`src/rtl/logic_unit_pkg.sv`:
```
// Shared types and helpers for the pipelined bitwise logic unit.
// Optional flag output is enabled by defining LOGIC_UNIT_FLAGS_EN.
package logic_unit_pkg;

    typedef enum logic [1:0] {
        LU_AND = 2'b00,
        LU_OR  = 2'b01,
        LU_XOR = 2'b10,
        LU_NOR = 2'b11
    } lu_op_t;

    // Bit positions inside the 2-bit flag word {parity, zero}
    localparam int LU_FLAG_ZERO = 0;
    localparam int LU_FLAG_PAR  = 1;
    localparam int LU_FLAG_W    = 2;

    // Per-bit operation; the top applies it across every operand bit, which
    // keeps the function width-independent and NOR naturally confined to WIDTH.
    function automatic logic lu_eval(lu_op_t op, logic a, logic b);
        logic r;
        r = 1'b0;
        case (op)
            LU_AND:  r = a & b;
            LU_OR:   r = a | b;
            LU_XOR:  r = a ^ b;
            LU_NOR:  r = ~(a | b);
            default: r = 1'b0;
        endcase
        return r;
    endfunction

endpackage

```
`src/rtl/logic_unit_if.sv`:
```
// Handshake bundle for logic_unit: input beat channel and result channel.
// out_flags exists only when LOGIC_UNIT_FLAGS_EN is defined.
interface logic_unit_if #(
    parameter int WIDTH = 32
);
    import logic_unit_pkg::*;

    logic             in_valid;
    logic             in_ready;
    lu_op_t           in_op;
    logic [WIDTH-1:0] in_a;
    logic [WIDTH-1:0] in_b;
    logic             out_valid;
    logic             out_ready;
    logic [WIDTH-1:0] out_res;
`ifdef LOGIC_UNIT_FLAGS_EN
    logic [LU_FLAG_W-1:0] out_flags;

    modport master (
        output in_valid, in_op, in_a, in_b, out_ready,
        input  in_ready, out_valid, out_res, out_flags
    );

    modport slave (
        input  in_valid, in_op, in_a, in_b, out_ready,
        output in_ready, out_valid, out_res, out_flags
    );
`else
    modport master (
        output in_valid, in_op, in_a, in_b, out_ready,
        input  in_ready, out_valid, out_res
    );

    modport slave (
        input  in_valid, in_op, in_a, in_b, out_ready,
        output in_ready, out_valid, out_res
    );
`endif

endinterface

```
`src/rtl/logic_unit_slot.sv`:
```
// One pipeline register slot: valid bit, payload, and its advance condition.
// An empty slot always advances, which lets bubbles collapse under stall.
module logic_unit_slot #(
    parameter int PW = 32
) (
    input  logic          clk,
    input  logic          rst,
    input  logic          up_valid,
    input  logic [PW-1:0] up_data,
    input  logic          down_adv,
    output logic          valid,
    output logic [PW-1:0] data,
    output logic          adv
);

    logic          valid_q, valid_d;
    logic [PW-1:0] data_q, data_d;

    assign adv   = ~valid_q | down_adv;
    assign valid = valid_q;
    assign data  = data_q;

    // Load from upstream when advancing; payload is held when the beat is a bubble
    always_comb begin
        valid_d = valid_q;
        data_d  = data_q;
        if (adv) begin
            valid_d = up_valid;
            if (up_valid) begin
                data_d = up_data;
            end
        end
    end

    // Slot state register with synchronous flush
    always_ff @(posedge clk) begin
        if (rst) begin
            valid_q <= 1'b0;
            data_q  <= '0;
        end else begin
            valid_q <= valid_d;
            data_q  <= data_d;
        end
    end

endmodule

```
`src/rtl/logic_unit.sv`:
```
// Pipelined bitwise logic unit (AND/OR/XOR/NOR) with valid/ready handshake
// and a wrapping delivered-result counter. Define LOGIC_UNIT_FLAGS_EN to
// carry {parity, zero} flags alongside each result.
module logic_unit
    import logic_unit_pkg::*;
#(
    parameter int WIDTH  = 32,
    parameter int STAGES = 2,
    parameter int CNT_W  = 16
) (
    input  logic             clk,
    input  logic             rst,
    logic_unit_if.slave      bus,
    output logic [CNT_W-1:0] op_count
);

`ifdef LOGIC_UNIT_FLAGS_EN
    localparam int PW = WIDTH + LU_FLAG_W;
`else
    localparam int PW = WIDTH;
`endif

    logic [WIDTH-1:0]  res_in;
    logic [PW-1:0]     payload_in;
    logic [STAGES-1:0] slot_valid;
    logic [STAGES-1:0] slot_adv;
    logic [PW-1:0]     slot_data [STAGES];
    logic              deliver;
    logic [CNT_W-1:0]  cnt_q, cnt_d;

    // Bitwise operation applied independently to every operand bit
    for (genvar gi = 0; gi < WIDTH; gi++) begin : g_bit
        assign res_in[gi] = lu_eval(bus.in_op, bus.in_a[gi], bus.in_b[gi]);
    end

`ifdef LOGIC_UNIT_FLAGS_EN
    logic [LU_FLAG_W-1:0] flags_in;
    always_comb begin
        flags_in               = '0;
        flags_in[LU_FLAG_ZERO] = ~|res_in;
        flags_in[LU_FLAG_PAR]  = ^res_in;
    end
    assign payload_in = {flags_in, res_in};
`else
    assign payload_in = res_in;
`endif

    // Chain of slots: slot 0 is fed by the input port, the last drives the output
    for (genvar gi = 0; gi < STAGES; gi++) begin : g_slot
        logic          up_v;
        logic [PW-1:0] up_d;
        logic          dn_adv;

        if (gi == 0) begin : g_first
            assign up_v = bus.in_valid;
            assign up_d = payload_in;
        end else begin : g_mid
            assign up_v = slot_valid[gi-1];
            assign up_d = slot_data[gi-1];
        end

        if (gi == STAGES - 1) begin : g_last
            assign dn_adv = bus.out_ready;
        end else begin : g_inner
            assign dn_adv = slot_adv[gi+1];
        end

        logic_unit_slot #(.PW(PW)) u_slot (
            .clk      (clk),
            .rst      (rst),
            .up_valid (up_v),
            .up_data  (up_d),
            .down_adv (dn_adv),
            .valid    (slot_valid[gi]),
            .data     (slot_data[gi]),
            .adv      (slot_adv[gi])
        );
    end

    // Ready is forced high in reset; the slots ignore the beat because they flush
    assign bus.in_ready  = rst | slot_adv[0];
    assign bus.out_valid = slot_valid[STAGES-1];
    assign bus.out_res   = slot_data[STAGES-1][WIDTH-1:0];
`ifdef LOGIC_UNIT_FLAGS_EN
    assign bus.out_flags = slot_data[STAGES-1][WIDTH +: LU_FLAG_W];
`endif

    assign deliver  = slot_valid[STAGES-1] & bus.out_ready;
    assign op_count = cnt_q;

    // Delivered-result counter, wraps naturally at 2^CNT_W
    always_comb begin
        cnt_d = cnt_q;
        if (deliver) begin
            cnt_d = cnt_q + CNT_W'(1);
        end
    end

    // Counter register
    always_ff @(posedge clk) begin
        if (rst) begin
            cnt_q <= '0;
        end else begin
            cnt_q <= cnt_d;
        end
    end

endmodule

```
`src/flat_wrapper.sv`:
```
// flat-port wrapper written by rule: the top's interface ports become plain ports
module logic_unit_flat import logic_unit_pkg::*;
#(
    parameter int WIDTH  = 32,
    parameter int STAGES = 2,
    parameter int CNT_W  = 16
)
  (clk, rst, op_count, bus_in_valid, bus_in_op, bus_in_a, bus_in_b, bus_out_ready, bus_in_ready, bus_out_valid, bus_out_res);
  logic_unit_if #(.WIDTH(WIDTH)) bus_i ();
  input  logic clk;
  input  logic rst;
  output logic [CNT_W-1:0] op_count;
  input wire logic [$bits(bus_i.in_valid)-1:0] bus_in_valid;
  input wire logic [$bits(bus_i.in_op)-1:0] bus_in_op;
  input wire logic [$bits(bus_i.in_a)-1:0] bus_in_a;
  input wire logic [$bits(bus_i.in_b)-1:0] bus_in_b;
  input wire logic [$bits(bus_i.out_ready)-1:0] bus_out_ready;
  output wire logic [$bits(bus_i.in_ready)-1:0] bus_in_ready;
  output wire logic [$bits(bus_i.out_valid)-1:0] bus_out_valid;
  output wire logic [$bits(bus_i.out_res)-1:0] bus_out_res;
  assign bus_i.in_valid = bus_in_valid;
  assign bus_i.in_op = bus_in_op;
  assign bus_i.in_a = bus_in_a;
  assign bus_i.in_b = bus_in_b;
  assign bus_i.out_ready = bus_out_ready;
  assign bus_in_ready = bus_i.in_ready;
  assign bus_out_valid = bus_i.out_valid;
  assign bus_out_res = bus_i.out_res;
  logic_unit #(.WIDTH(WIDTH), .STAGES(STAGES), .CNT_W(CNT_W)) u_core (.clk(clk), .rst(rst), .bus(bus_i), .op_count(op_count));
endmodule
```
`config.mk`:
```
export PLATFORM = sky130hd
export DESIGN_NAME = logic_unit_flat
export DESIGN_NICKNAME = d
export VERILOG_FILES = /design/src/rtl/logic_unit_pkg.sv /design/src/rtl/logic_unit_if.sv /design/src/rtl/logic_unit_slot.sv /design/src/rtl/logic_unit.sv /design/src/flat_wrapper.sv
export SDC_FILE = /design/constraint.sdc
export NUM_CORES = 1
export LEC_CHECK = 0
export CORE_ASPECT_RATIO = 1.1
export CORE_MARGIN = 3
export CORE_UTILIZATION = 50
export DETAILED_ROUTE_END_ITERATION = 7
export PLACE_DENSITY = 0.81
export RECOVER_POWER = 100
export SLEW_MARGIN = 20
export SYNTH_ARGS = -nofsm -noshare
export SYNTH_HDL_FRONTEND = slang
export SYNTH_SLANG_ARGS = --single-unit
```
`constraint.sdc`:
```
create_clock -name clk -period 2 [get_ports clk]
set_input_delay 0.4 -clock clk [delete_from_list [all_inputs] [get_ports clk]]
set_output_delay 0.4 -clock clk [all_outputs]
set_load 0.01 [all_outputs]
```
Word level (Yosys, flattened, before mapping)
Cells that the tools add are included.

word-level totals
  register bits after elaboration = 82
  memories kept = 0
  memory bits (read-only) = 0
  logic and storage cells = 178
  output and inout bits = 50
  bits in latches = 0
  RAM bits = 0

cells by class
  equal/unequal tests = 3
  shift operators = 0
  div/mod/pow operators = 0
  bitwise operators = 134
  multiply operators = 0
  multiplexer cells = 32
  reduce and logical (&&, ||, !) cells = 3
  order comparisons = 0
  add/sub/neg operators = 1

operators with widths
  cell                                                 count
  case mux 1 bit (4 select lines)                      32
  OR 1 bit                                             35
  inverter 1 bit                                       34
  bitwise AND 1 bit                                    33
  bitwise XOR 1 bit                                    32
  adder 16 x 1 -> 16 bit, second input constant        1
  equality test 2 bit, second input constant           2
  AND reduction 2 bit                                  2
  equality test 2 x 1 -> 1 bit, second input constant  1
  logical NOT 2 bit                                    1

Longest topological paths before layout
Gate-level depths: netlist (run 1).

  depth in word-level cells = 4
  mapped depth = 6
  mapped depth without buffers = 6

By module
Synthesis (run 1) repeated with hierarchy kept, for this count alone.

unflattened totals
  cells, all modules = 660
  area total of the unflattened synthesis = 5688.0 µm²

modules (own cells, without submodules)
  module           cells an instance  instances  area each (µm²)  sequential area each (µm²)
  logic_unit_slot  150                2          1443.9           660.6
  logic_unit       360                1          2800.2           320.3

Worst setup path after synthesis (run 1)
Ideal clock, no wire load.

  path type = register -> register
  from = register u_core.cnt_q[3], in the netlist u_core.op_count[3]
  to = register u_core.cnt_q[15], in the netlist u_core.op_count[15]
  slack = 0.305 ns
  data required time = 1.879 ns
  library setup time = 0.121 ns
  cell stages (with the launch flop) = 5
  arrival time = 1.575 ns
  buffers on the path = 0
  cells stage by stage = dfxtp_1 -> nand4_4 -> or3_4 -> nor3_1 -> mux2_2

on the way
  word-level cells in the longest chain between the ends = 1

RTL lines
  what                      RTL line           source
  start: declaration        logic_unit.sv:29   logic [CNT_W-1:0] cnt_q, cnt_d;
  start signal: assignment  logic_unit.sv:104  cnt_q <= cnt_d;
  adder 16 x 1 -> 16 bit    logic_unit.sv:95   cnt_d = cnt_q + CNT_W'(1);

No other way between the ends.
A chain may end at the register's enable or synchronous reset.

Final worst setup path (run 1)
  from = input bus_out_ready
  to = output bus_in_ready

on the way
  word-level cells in the longest chain between the ends = 3

RTL lines
  what                   RTL line               source
  start: declaration     flat_wrapper.sv:17     input wire logic [$bits(bus_i.out_ready)-1:0] bus_out_ready;
  OR 1 bit (2 in a row)  logic_unit_slot.sv:19  assign adv = ~valid_q | down_adv;
  OR 1 bit               logic_unit.sv:81       assign bus.in_ready = rst | slot_adv[0];
  end: declaration       flat_wrapper.sv:18     output wire logic [$bits(bus_i.in_ready)-1:0] bus_in_ready;

No other way between the ends.

==> results.md, run 1 <==
* Grt ovf at 0
* Clk pin slew, worst setup/hold paths at 0.07 ns
* Cell Int Power at 0.00273 W
* Synth-to-Final Area Change at 31.9%
* Vias at 4537
* Fmax at 513 MHz
* Starting Density at 0.519
* Max-slew violations at 0
* Routed wire length per instance at 13.1 um
* Final Skew at 0.0100 ns
* Num CTS Buffers at 9
* Register area share after synthesis at 0.333
* DP Wirelength at 8720 um
* Pin count of the biggest net entering global routing at 84
* Drt initial violations at 283
* Clock Power Share at 0.343
* Gr usage total at 0.205
* Worst endpoint required time at 1.60 ns
* Max clock buf depth at 2
* Mapped Cells at 646
* Final setup vio count at 0
* Leak pwr at 2.69 nW
* First-pass GRT wire length at 18500 um
* Vias per cell at 5.19
* # IOs at 120
* Total core area at 9490 um^2
* Synth warnings at 0
* Ratio of total power to cell area at 562 nW/um^2
* Final setup margin at 0.0519 ns
* Post-cts hold buffer count at 0
* Final instance area at 6500 um^2
* DIE AREA at 11100 um^2
* Relative slew slack at 0.0342
* Ys flop type: dfxtp_1
* Layout Nets at 888
* Crit-path cells: clkdlybuf4s50_1 > nand3b_1 > or2_2 > clkdlybuf4s15_1
* CTS tree: built
* Comb power frac at 0.180
* Placed Area at 6300 um^2
* Share of post-route cells with drive strength above 1 at 0.0502
* Clock sink count at 82
* Ant diodes at 0
* Site Rows at 37
* Startpoint class of the critical path: input port
* Min Tclk post-route at 1.95 ns
* HP Class: reg2reg
* Sw Pwr at 0.000927 W
* CP Class: in2out
* Flop pwr share at 0.477
* Clk_lat worst skew at 0.34 ns
* RePlAce Congestion at 0.906
* DRT antenna net count at 0
* Netlist cell types at 28
* Residual DRC count at 0
* Final hold vios at 0
* Slowest CP cell: clkdlybuf4s50_1
* FF+latch count, synth at 82
* DP Cell Count at 858
* Post-synth EDFFs at 0
* PortBufs at 119
* WP data arrival at 1.55 ns
* Die W at 101 um
* Worst Path Max Fanout at 2
* Initial antenna violation count at 0
* Syn_area_per_cell at 7.63 um^2
* Fill cells at 770
* Sw frac at 0.253
* Final period utilization at 0.974
* Async SR Flop Fraction at 0
* Cell Area, Synth at 4930 um^2
* Worst Tran Pin Value at 1.45 ns
* WL final at 11400 um
* RSZ-0062 raised after global routing: false
* Die Ht at 110 um
* Vias in the first global route at 4288
* H-tree levels at 3
* VDD IR max at 0.272 mV
* Total iterations of the first detailed-routing run at 4
* Slowest stage delay, CP at 0.45 ns
* Status: complete, no violations
* Post-place setup slack at -0.157 ns
* Crit. End Element: primary output
* Max Cap Violations at 0
* Finished Layout Cells at 874
* Clk root buf: clkbuf_8
* Syn_nets at 781
path summary, 6_finish.rpt:
check | startpoint | end | slack [ns] | depth (start not counted)
max reg2reg | u_core.op_count[3] | u_core.op_count[15] | 0.17 | 4
min reg2reg | u_core.g_slot[1].u_slot.data[15] | u_core.g_slot[1].u_slot.data[15] | 0.45 | 2
max | bus_out_ready | bus_in_ready | 0.05 | 4
min | u_core.g_slot[1].u_slot.data[15] | u_core.g_slot[1].u_slot.data[15] | 0.45 | 2
what timing repair did:
item / CTS / global route
endpoints found under the setup margin: 1 / 1
gates resized for setup: 1 / 1
cloned: 0 / 0
setup buffers: 0 / 1
stage by stage:
step / hold slack (ns) / util / TNS, ns / total power, W
after detailed placement: 0.446 / 0.664 / -1.70 / 0.00244
after floorplan: 0.432 / - / 0 / 0.00211
after global routing: 0.479 / 0.685 / 0 / 0.00385
after CTS: 0.457 / 0.686 / 0 / 0.00368
final: 0.455 / 0.685 / 0 / 0.00366
after global placement: 0.437 / 0.664 / -1.40 / 0.00241
critical path: cells and delay by family:
| kind | cells | cell delay [ns] |
|---|---|---|
| buffers and inverters | 2 | 0.68 |
| and+or+nand+nor | 2 | 0.47 |
Yosys cell counts, types with 2 or more instances:
master	n	area, um^2
a21oi_1	70	350
buf_1	6	22.5
buf_2	3	15.0
clkbuf_1	30	113
dfxtp_1	82	1640
ha_1	65	813
inv_1	66	248
nand2_1	107	402
nand3_1	5	25.0
nand4_1	3	18.8
nor2_1	46	173
nor2b_1	67	419
nor3_1	5	25.0
nor4_1	3	18.8
o21ai_0	34	170
o311ai_0	30	263
o311ai_1	2	17.5
or2_2	2	12.5
or3_1	2	12.5
xnor2_1	7	61.3
xor2_1	4	35.0
flip-flops by register name (all words and copies together) (netlist names):
signal and flops:
u_core.op_count 16, u_core.g_slot.u_slot.data 64, u_core.g_slot.u_slot.valid 2
layout make-up:
type	instances	area (um^2)	share of cell area
clock inverter	5	80.1	0.0123
clock buffer	10	128	0.0196
inverter	66	248	0.0381
sequential	82	1640	0.252
tap	117	146	0.0225
timing repair buffer	135	1360	0.210
multi-input combinational	459	2900	0.445
layer usage:
layer  vias to the layer above  GRT usage  routed length, um
met5                         -          0                  0
met4                         0     0.0885                228
met3                        19     0.0252                593
met2                       134      0.356               5540
met1                      2046      0.256               5060
li1                       2338          -                  -
power groups by stage:
stage	clock, W	combinational, W	sequential, W
3_5_place_dp	0	0.000663	0.00178
6_report	0.00125	0.000659	0.00174
5_1_grt	0.00135	0.000747	0.00175
2_1_floorplan	0	0.000337	0.00178
3_3_place_gp	0	0.000628	0.00178
4_1_cts	0.00127	0.000665	0.00174
cells by family (layout without fill, tap and decap cells):
group	after synthesis	in the layout	share of synthesized area
flops	82	82	0.333
simple gates	246	246	0.237
buf+inv	105	216	0.0807
compound gates	136	136	0.162
mux	1	1	0.00228
xor+xnor	11	11	0.0195
fa+ha+maj	65	65	0.165
cell usage in the layout (no fill, tap or decap), drive strengths merged:
cell,n
clkdlybuf4s50,113
nand2,107
dfxtp,82
a21oi,70
nor2b,67
inv,66
ha,65
nor2,46
o21ai,34
o311ai,32
buf,15
clkbuf,13
xnor2,7
nand3,5
nor3,5
xor2,4
nand4,4
or3,4
nor4,3
dlygate4sd3,3
or2,2
clkinvlp,2
bufinv,2
nand3b,1
nand2b,1
and4,1
mux2,1
clkinv,1
clkdlybuf4s15,1
(Power assumes the default switching activity.)
==> run 2, diff against run 1 <==
==> constraint.sdc (replaced) <==
create_clock -name clk -period 2.1 [get_ports clk]
set_input_delay 0.42 -clock clk [delete_from_list [all_inputs] [get_ports clk]]
set_output_delay 0.42 -clock clk [all_outputs]
set_load 0.01 [all_outputs]
==> results.md, run 2 (synthesized netlist as in run 1, its figures left out) <==
* First-pass GRT wire length at 18400 um (-0.34%)
* Gr usage total at 0.205 (-0.000299)
* GRT met1 Usage at 0.264 (+0.00823)
* Relative slew slack at -0.0477 (-0.0818)
* Slowest CP cell: clkdlybuf4s50_1
* HP Class: reg2reg
* Ratio of total power to cell area at 531 nW/um^2 (-5.6%)
* Leak pwr at 2.82 nW (+4.7%)
* DRT antenna net count at 0 (unchanged)
* Startpoint class of the critical path: input port
* # IOs at 120 (unchanged)
* Fill cells at 767 (-0.39%)
* Worst Tran Pin Value at 1.57 ns (+0.123 ns)
* RSZ-0062 raised after global routing: false
* Worst endpoint required time at 1.68 ns (+0.08 ns)
* Total core area at 9490 um^2 (unchanged)
* Worst Path Max Fanout at 3 (+1)
* Share of post-route cells with drive strength above 1 at 0.0464 (-0.00384)
* PortBufs at 119 (unchanged)
* Initial antenna violation count at 0 (unchanged)
* Starting Density at 0.519 (unchanged)
* Ant diodes at 0 (unchanged)
* Commonest non-fill, non-tap cell in the layout: nand2_1
* Layout Nets at 886 (-0.23%)
* Clk root buf: clkbuf_8
* DP Wirelength at 8520 um (-2.4%)
* Min Tclk post-route at 2.03 ns
* Crit-path cells: clkdlybuf4s50_1 > nand3b_1 > or2_2 > dlygate4sd2_1
* Grt ovf at 0 (unchanged)
* Synth-to-Final Area Change at 30.9%
* VDD IR max at 0.387 mV (+42%)
* Max FFs per register at 64 (unchanged)
* Max clock buf depth at 2 (unchanged)
* Grt peak-use layer: met2
* Die W at 101 um (unchanged)
* Failing checks: max-capacitance violations, max-slew violations
* Placed Area at 6290 um^2 (-0.12%)
* Crit. End Element: primary output
* WL final at 11300 um (-1.3%)
* CP Launch Point: bus_out_ready
* Met2 usage at 0.352 (-0.00376)
* Residual DRC count at 0 (unchanged)
* H-tree levels at 3 (unchanged)
* Finished Layout Cells at 872 (-0.23%)
* Vias at 4550 (+0.29%)
* Clk pin slew, worst setup/hold paths at 0.08 ns (about the same)
* Final Skew at 0.0113 ns (+0.00130 ns)
* Max-slew violations at 84 (+84)
* Clk_lat worst skew at 0.34 ns (about the same)
* Vias per cell at 5.22 (+0.52%)
* Final hold vios at 0 (unchanged)
* Final instance area at 6450 um^2 (-0.79%)
* Slowest stage delay, CP at 0.44 ns (about the same)
* Status: complete, but fails checks
* Most frequent cells in the layout: nand2_1 (107), dfxtp_1 (82), a21oi_1 (69)
* RePlAce Congestion at 0.926 (+2.2%)
* Final period utilization at 0.965
* WP data arrival at 1.61 ns (+0.06 ns)
* CTS tree: built
* Max Cap Violations at 1 (+1)
* Final setup vio count at 0 (unchanged)
* RR Startpoint: u_core.op_count[3]
* DIE AREA at 11100 um^2 (unchanged)
* Total iterations of the first detailed-routing run at 5 (+1)
* CP Class: in2out
* Clock sink count at 82 (unchanged)
* Setup TNS at 0 ns (unchanged)
* GR Layer Usage met3 at 0.0296 (+0.00441)
* DP Cell Count at 857 (-0.12%)
* Drt initial violations at 206 (-27%)
* Vias in the first global route at 4124 (-3.8%)
* Hold wc startpoint: u_core.g_slot[0].u_slot.data[27]
* Pin count of the biggest net entering global routing at 84 (unchanged)
* Setup Fix Bufs, Post-CTS at 0 (unchanged)
* Num CTS Buffers at 9 (unchanged)
* Routed wire length per instance at 12.9 um (-1.1%)
* Site Rows at 37 (unchanged)
* Fmax at 493 MHz
* Die Ht at 110 um (unchanged)
[run 2: metal layers]
metal | routed length, um | part of all wire
met1 | 4990 | 0.44
met2 | 5560 | 0.49
met3 | 578 | 0.051
met4 | 142 | 0.013
met5 | 0 | 0
[run 2: report_power, final]
| part | switching [W] | total (W) | internal [W] |
|---|---|---|---|
| Sequential | 0.0000397 | 0.00166 | 0.00162 |
| Clock | 0.000544 | 0.00115 | 0.000608 |
| Combinational | 0.000306 | 0.000614 | 0.000308 |
| Total | 0.000890 | 0.00342 | 0.00254 |
[run 2: final timing paths]
path	to	slack, ns	cells after the start
max reg2reg	u_core.op_count[15]	0.17	4
min reg2reg	u_core.g_slot[1].u_slot.data[27]	0.45	2
max	bus_in_ready	0.07	4
min	u_core.g_slot[1].u_slot.data[27]	0.45	2
[run 2: stage by stage]
stage | setup WS (ns) | total power (W) | hold WS (ns) | utilization
after global placement | -0.137 | 0.00229 | 0.438 | 0.663
after detailed placement | -0.129 | 0.00232 | 0.441 | 0.663
after global routing | 0.0314 | 0.00360 | 0.474 | 0.680
after CTS | 0.0627 | 0.00346 | 0.453 | 0.684
final | 0.0732 | 0.00342 | 0.452 | 0.680
after floorplan | 0.405 | 0.00201 | 0.432 | -
[run 2: layout make-up]
| type | instances | area, um^2 | share of cell area |
|---|---|---|---|
| clock buffers | 11 | 151 | 0.0235 |
| clock inverters | 4 | 51.3 | 0.00795 |
| inverters | 66 | 248 | 0.0384 |
| multi-input cells | 459 | 2880 | 0.446 |
| flip-flops and latches | 82 | 1640 | 0.254 |
| well taps | 117 | 146 | 0.0227 |
| repair buffers | 133 | 1340 | 0.207 |
[run 2: repair_timing]
| item | in CTS | in global routing |
|---|---|---|
| gates resized for setup | 1 | 0 |
| hold buffers | 0 | 0 |
| setup endpoints to repair | 1 | 0 |
[run 2: critical path: cells and delay by family]
family,cells,cell delay [ns]
buffers and inverters,2,0.72
AND/OR/NAND/NOR,2,0.47
